==> config.mk <==
export PLATFORM = sky130hd
export DESIGN_NAME = fetch_d_queue
export DESIGN_NICKNAME = d
export VERILOG_FILES = /design/src/rtl/fetch_d_queue.sv
export SDC_FILE = /design/constraint.sdc
export NUM_CORES = 1
export LEC_CHECK = 0
export ABC_AREA = 1
export BUFFER_PORTS_ARGS = -buffer_cell sky130_fd_sc_hd__buf_4
export CAP_MARGIN = 20
export CORE_ASPECT_RATIO = 0.5
export CORE_MARGIN = 3
export CORE_UTILIZATION = 50
export CTS_CLUSTER_DIAMETER = 60
export CTS_CLUSTER_SIZE = 28
export DETAILED_ROUTE_END_ITERATION = 8
export GPL_TIMING_DRIVEN = 0
export PLACE_DENSITY = 0.71
export SETUP_SLACK_MARGIN = 0.1
export SYNTH_ARGS = -nofsm -noshare
export SYNTH_HDL_FRONTEND = slang
export SYNTH_SLANG_ARGS = --single-unit
export TNS_END_PERCENT = 5
==> constraint.sdc <==
create_clock -name clk_i -period 28.3 [get_ports clk_i]
set_clock_uncertainty 0.15 [all_clocks]
set_input_delay 5.66 -clock clk_i [delete_from_list [all_inputs] [get_ports clk_i]]
set_output_delay 5.66 -clock clk_i [all_outputs]
set_load 0.01 [all_outputs]
==> src/rtl/fetch_d_queue.sv <==
// Fetch-to-decode instruction queue: a DEPTH-entry circular buffer with a
// valid/ready intake, D-stage stall/bubble control and a fault-status intake lock.
module fetch_d_queue #(
    parameter int DEPTH = 4,
    parameter int CNT_W = $clog2(DEPTH + 1)
) (
    input  logic             clk_i,
    input  logic             rst_i,
    input  logic             f_valid_i,
    output logic             f_ready_o,
    input  logic [2:0]       f_stat_i,
    input  logic [63:0]      f_pc_i,
    input  logic [3:0]       f_icode_i,
    input  logic [3:0]       f_ifun_i,
    input  logic [3:0]       f_rA_i,
    input  logic [3:0]       f_rB_i,
    input  logic [63:0]      f_valC_i,
    input  logic [63:0]      f_valP_i,
    input  logic             D_stall_i,
    input  logic             D_bubble_i,
    output logic             D_valid_o,
    output logic [2:0]       D_stat_o,
    output logic [63:0]      D_pc_o,
    output logic [3:0]       D_icode_o,
    output logic [3:0]       D_ifun_o,
    output logic [3:0]       D_rA_o,
    output logic [3:0]       D_rB_o,
    output logic [63:0]      D_valC_o,
    output logic [63:0]      D_valP_o,
    output logic [CNT_W-1:0] count_o
);
    localparam int PTR_W = $clog2(DEPTH);
    localparam logic [CNT_W-1:0] FULL = CNT_W'(DEPTH);
    localparam logic [2:0] SAOK  = 3'd1;
    localparam logic [3:0] INOP  = 4'h1;
    localparam logic [3:0] RNONE = 4'hF;

    typedef struct packed {
        logic [2:0]  stat;
        logic [63:0] pc;
        logic [3:0]  icode;
        logic [3:0]  ifun;
        logic [3:0]  rA;
        logic [3:0]  rB;
        logic [63:0] valC;
        logic [63:0] valP;
    } entry_t;

    entry_t           mem_q [DEPTH];
    entry_t           wr_entry;
    entry_t           head;
    logic [PTR_W-1:0] wp_q, wp_d;
    logic [PTR_W-1:0] rp_q, rp_d;
    logic [CNT_W-1:0] count_q, count_d;
    logic             lock_q, lock_d;
    logic             enq, deq;

    // Ready deliberately ignores a same-cycle dequeue: no full-and-drain bypass.
    assign f_ready_o = !rst_i && (count_q < FULL) && !lock_q;
    assign D_valid_o = (count_q != '0);
    assign enq       = f_valid_i && f_ready_o && !D_bubble_i;
    assign deq       = D_valid_o && !D_stall_i && !D_bubble_i;

    assign wr_entry = '{stat: f_stat_i, pc: f_pc_i, icode: f_icode_i, ifun: f_ifun_i,
                        rA: f_rA_i, rB: f_rB_i, valC: f_valC_i, valP: f_valP_i};

    always_comb begin
        wp_d    = wp_q;
        rp_d    = rp_q;
        count_d = count_q;
        lock_d  = lock_q;
        if (D_bubble_i) begin
            wp_d    = '0;
            rp_d    = '0;
            count_d = '0;
            lock_d  = 1'b0;
        end else begin
            if (enq) begin
                wp_d = wp_q + 1'b1;
                if (f_stat_i != SAOK) lock_d = 1'b1;
            end
            if (deq) rp_d = rp_q + 1'b1;
            case ({enq, deq})
                2'b10:   count_d = count_q + 1'b1;
                2'b01:   count_d = count_q - 1'b1;
                default: count_d = count_q;
            endcase
        end
    end

    always_ff @(posedge clk_i) begin
        if (rst_i) begin
            wp_q    <= '0;
            rp_q    <= '0;
            count_q <= '0;
            lock_q  <= 1'b0;
        end else begin
            wp_q    <= wp_d;
            rp_q    <= rp_d;
            count_q <= count_d;
            lock_q  <= lock_d;
        end
    end

    always_ff @(posedge clk_i) begin
        if (enq) mem_q[wp_q] <= wr_entry;
    end

    // Head mux: stored entry when non-empty, otherwise a decode bubble.
    always_comb begin
        head = mem_q[rp_q];
        if (!D_valid_o) begin
            head = '{stat: SAOK, pc: '0, icode: INOP, ifun: '0,
                     rA: RNONE, rB: RNONE, valC: '0, valP: '0};
        end
    end

    assign D_stat_o  = head.stat;
    assign D_pc_o    = head.pc;
    assign D_icode_o = head.icode;
    assign D_ifun_o  = head.ifun;
    assign D_rA_o    = head.rA;
    assign D_rB_o    = head.rB;
    assign D_valC_o  = head.valC;
    assign D_valP_o  = head.valP;
    assign count_o   = count_q;

endmodule

==> impl_metrics.tcl <==
set metrics [dict create \
    gp_congestion 0.793 \
    numClockSinks 854 \
    path_clk_slew_ps 100 \
    cts_resized 0 \
    dp_cells 3921 \
    rsz0062_at_grt "false" \
    min_to "lock_q" \
    viasPerCell 5.41 \
    cts_root_buffer "clkbuf_16" \
    whs_path_depth 2 \
    drive_above_1_share 0.213 \
    die_w_um 370 \
    grt_pass1_vias 20900 \
    ys_warn_count 0 \
    dp_slack_ps 16500 \
    ctsHoldBuffers 0 \
    grt_max_degree 30 \
    h-tree-depth 2 \
    tightest_slew_ps 703 \
    drtAntennaViolNets 0 \
    dr.pass1.iters 6 \
    r2r_setup_slack_ps 25100 \
    clkLatencyLatePin_ps 590 \
    hold_class "reg2reg" \
    fp-row-count 66 \
    setup_violations 0 \
    ios 432 \
    die_h_um 188 \
    finalSetupTns_ps 0 \
    cap_viol_max_count 0 \
    period_share 0.417 \
    synth_nets 2790 \
    timing.rr.start "count_o[2]" \
    fin_nets 3300 \
    area_growth_syn_to_layout_pct 19.4 \
    num_vias 21600 \
    cts_buffer_depth 3 \
    p_leak_nw 14.1 \
    synthCells 2568 \
    initial_core_util 0.508 \
    syn_area_sq_mm 0.0332 \
    antenna_found_initial 16 \
    crit_required_ps 22490 \
    path_class "in2out" \
    crit_path_start_kind "input pin" \
    hold_start "lock_q" \
    regToRegEndpoint "mem_q[1][75]" \
    avgRoutedWirePerCell_um 21.5 \
    hpwl_mm 56.4 \
    crit_arrival_ps 5990 \
    final-hold-violation-count 0 \
    grt_usage 0.240 \
    fmax_mhz 84.7 \
    gr-total-overflow 0 \
    fin_ws_ps 16500 \
    post_cts_buffers 0 \
    wl_mm 86.0 \
    ir_drop_v 0.0000428 \
    worstSetupEndpointType "primary output" \
    synth_top_area_cell "edfxtp_1" \
    outcome "completed" \
    power_density_mw_per_mm2 54.6 \
    synth_cell_types 18 \
    avgSynthCellArea_sq_um 12.9 \
    slew_headroom 0.530 \
    cts_inserted_buffers 39 \
    cp_max_fo 2 \
    yosysSeqAreaShare 0.769 \
    period_minus_slack_ps 11800 \
    ys_ff_latch 854 \
    finalNonFillerCells 4000 \
    coreArea_sq_mm 0.0653 \
    netlist_top_cells_area "edfxtp_1 76%, nor2_1 9.2%, o21ai_0 5.1%" \
    dieArea_sq_mm 0.0697 \
    port_buffers 431 \
    reg2reg_depth 9 \
    power.total_w 0.00217 \
    post-route-drc-count 0 \
    slew_viol_final 0 \
    cts_tree "yes" \
    synth_top_area_share 0.763 \
    drt-initial-drc-count 2063 \
    grt_pass1_wl_mm 127 \
]
[Yosys cell counts (all sizes together)]
cell	count
edfxtp	844
nor2	818
o21ai	416
a21oi	227
buf	115
nand2	56
clkbuf	48
inv	24
dfxtp	10
ha	5
nand3	4
fa	1
[placed cells by master (no fill, tap or decap)]
master / synthesis / routed
a21oi_1: 227 / 227
buf_1: 1 / 1
buf_12: 0 / 25
buf_16: 0 / 13
buf_2: 78 / 78
buf_4: 10 / 441
buf_6: 26 / 26
clkbuf_1: 32 / 41
clkbuf_16: 0 / 41
clkbuf_2: 16 / 16
clkinv_2: 0 / 5
clkinv_4: 0 / 1
clkinv_8: 0 / 1
clkinvlp_4: 0 / 1
dfxtp_1: 10 / 10
diode_2: 0 / 15
edfxtp_1: 844 / 844
fa_1: 1 / 1
ha_1: 5 / 5
inv_1: 23 / 23
inv_16: 0 / 1
inv_6: 1 / 4
inv_8: 0 / 2
nand2_1: 56 / 56
nand3_1: 4 / 4
nor2_1: 818 / 814
nor2_4: 0 / 4
o21ai_0: 337 / 337
o21ai_1: 79 / 79
[per-stage QoR]
stage | utilization | area [sq um] | hold slack [ps]
final | 0.607 | 39700 | 344
after global routing | 0.607 | 39700 | 390
after CTS | 0.607 | 39600 | 344
after detailed placement | 0.588 | 38400 | 328
after global placement | 0.575 | 37500 | 323
after floorplan | - | 33200 | 304
[layer usage]
metal | GRT usage | vias to the layer above | wire [um]
li1 | - | 10100 | -
met3 | 0.0275 | 161 | 4110
met1 | 0.306 | 10600 | 33300
met2 | 0.419 | 723 | 45100
met5 | 0 | - | 20
met4 | 0.0986 | 2 | 3480
[cell families after synthesis]
logic type	share of synthesized area
adders and majority gates	0.00249
DFF	0.769
and+or+nand+nor	0.0994
buffers and inverters	0.0318
AOI/OAI and AO/OA	0.0969
[worst max path at each step]
stage	startpoint	end
after floorplan	rst_i	mem_q[0][0]
after global placement	rst_i	mem_q[3][79]
after detailed placement	rst_i	f_ready_o
after CTS	rst_i	f_ready_o
after global routing	rst_i	f_ready_o
final	rst_i	f_ready_o
[worst max-delay path, cell delays in order]
cell	delay [ps]
buf_4	110
nor2_1	100
buf_4	130
[state kept, by name, summed over array words and instances, names as in the netlist, named ones only]
register  count
count_o       3
lock_q        1
mem_q       844
rp_q          2
wp_q          2
[power by group]
part / internal [W] / switching, W
logic: 0.0000433 / 0.0000582
registers: 0.00140 / 0.00000273
clock network: 0.000276 / 0.000386
[area by class of cell]
class	instances	area, sq um
fillers	4991	25700
flip-flops and latches	854	25500
multi-input cells	1527	6630
repair buffers	469	4090
well taps	884	1110
clock buffers	50	1060
plain buffers	163	962
clock inverters	14	126
inverters	24	95.1
diodes	15	37.5
Note: power is estimated with default switching activity, not from simulation.
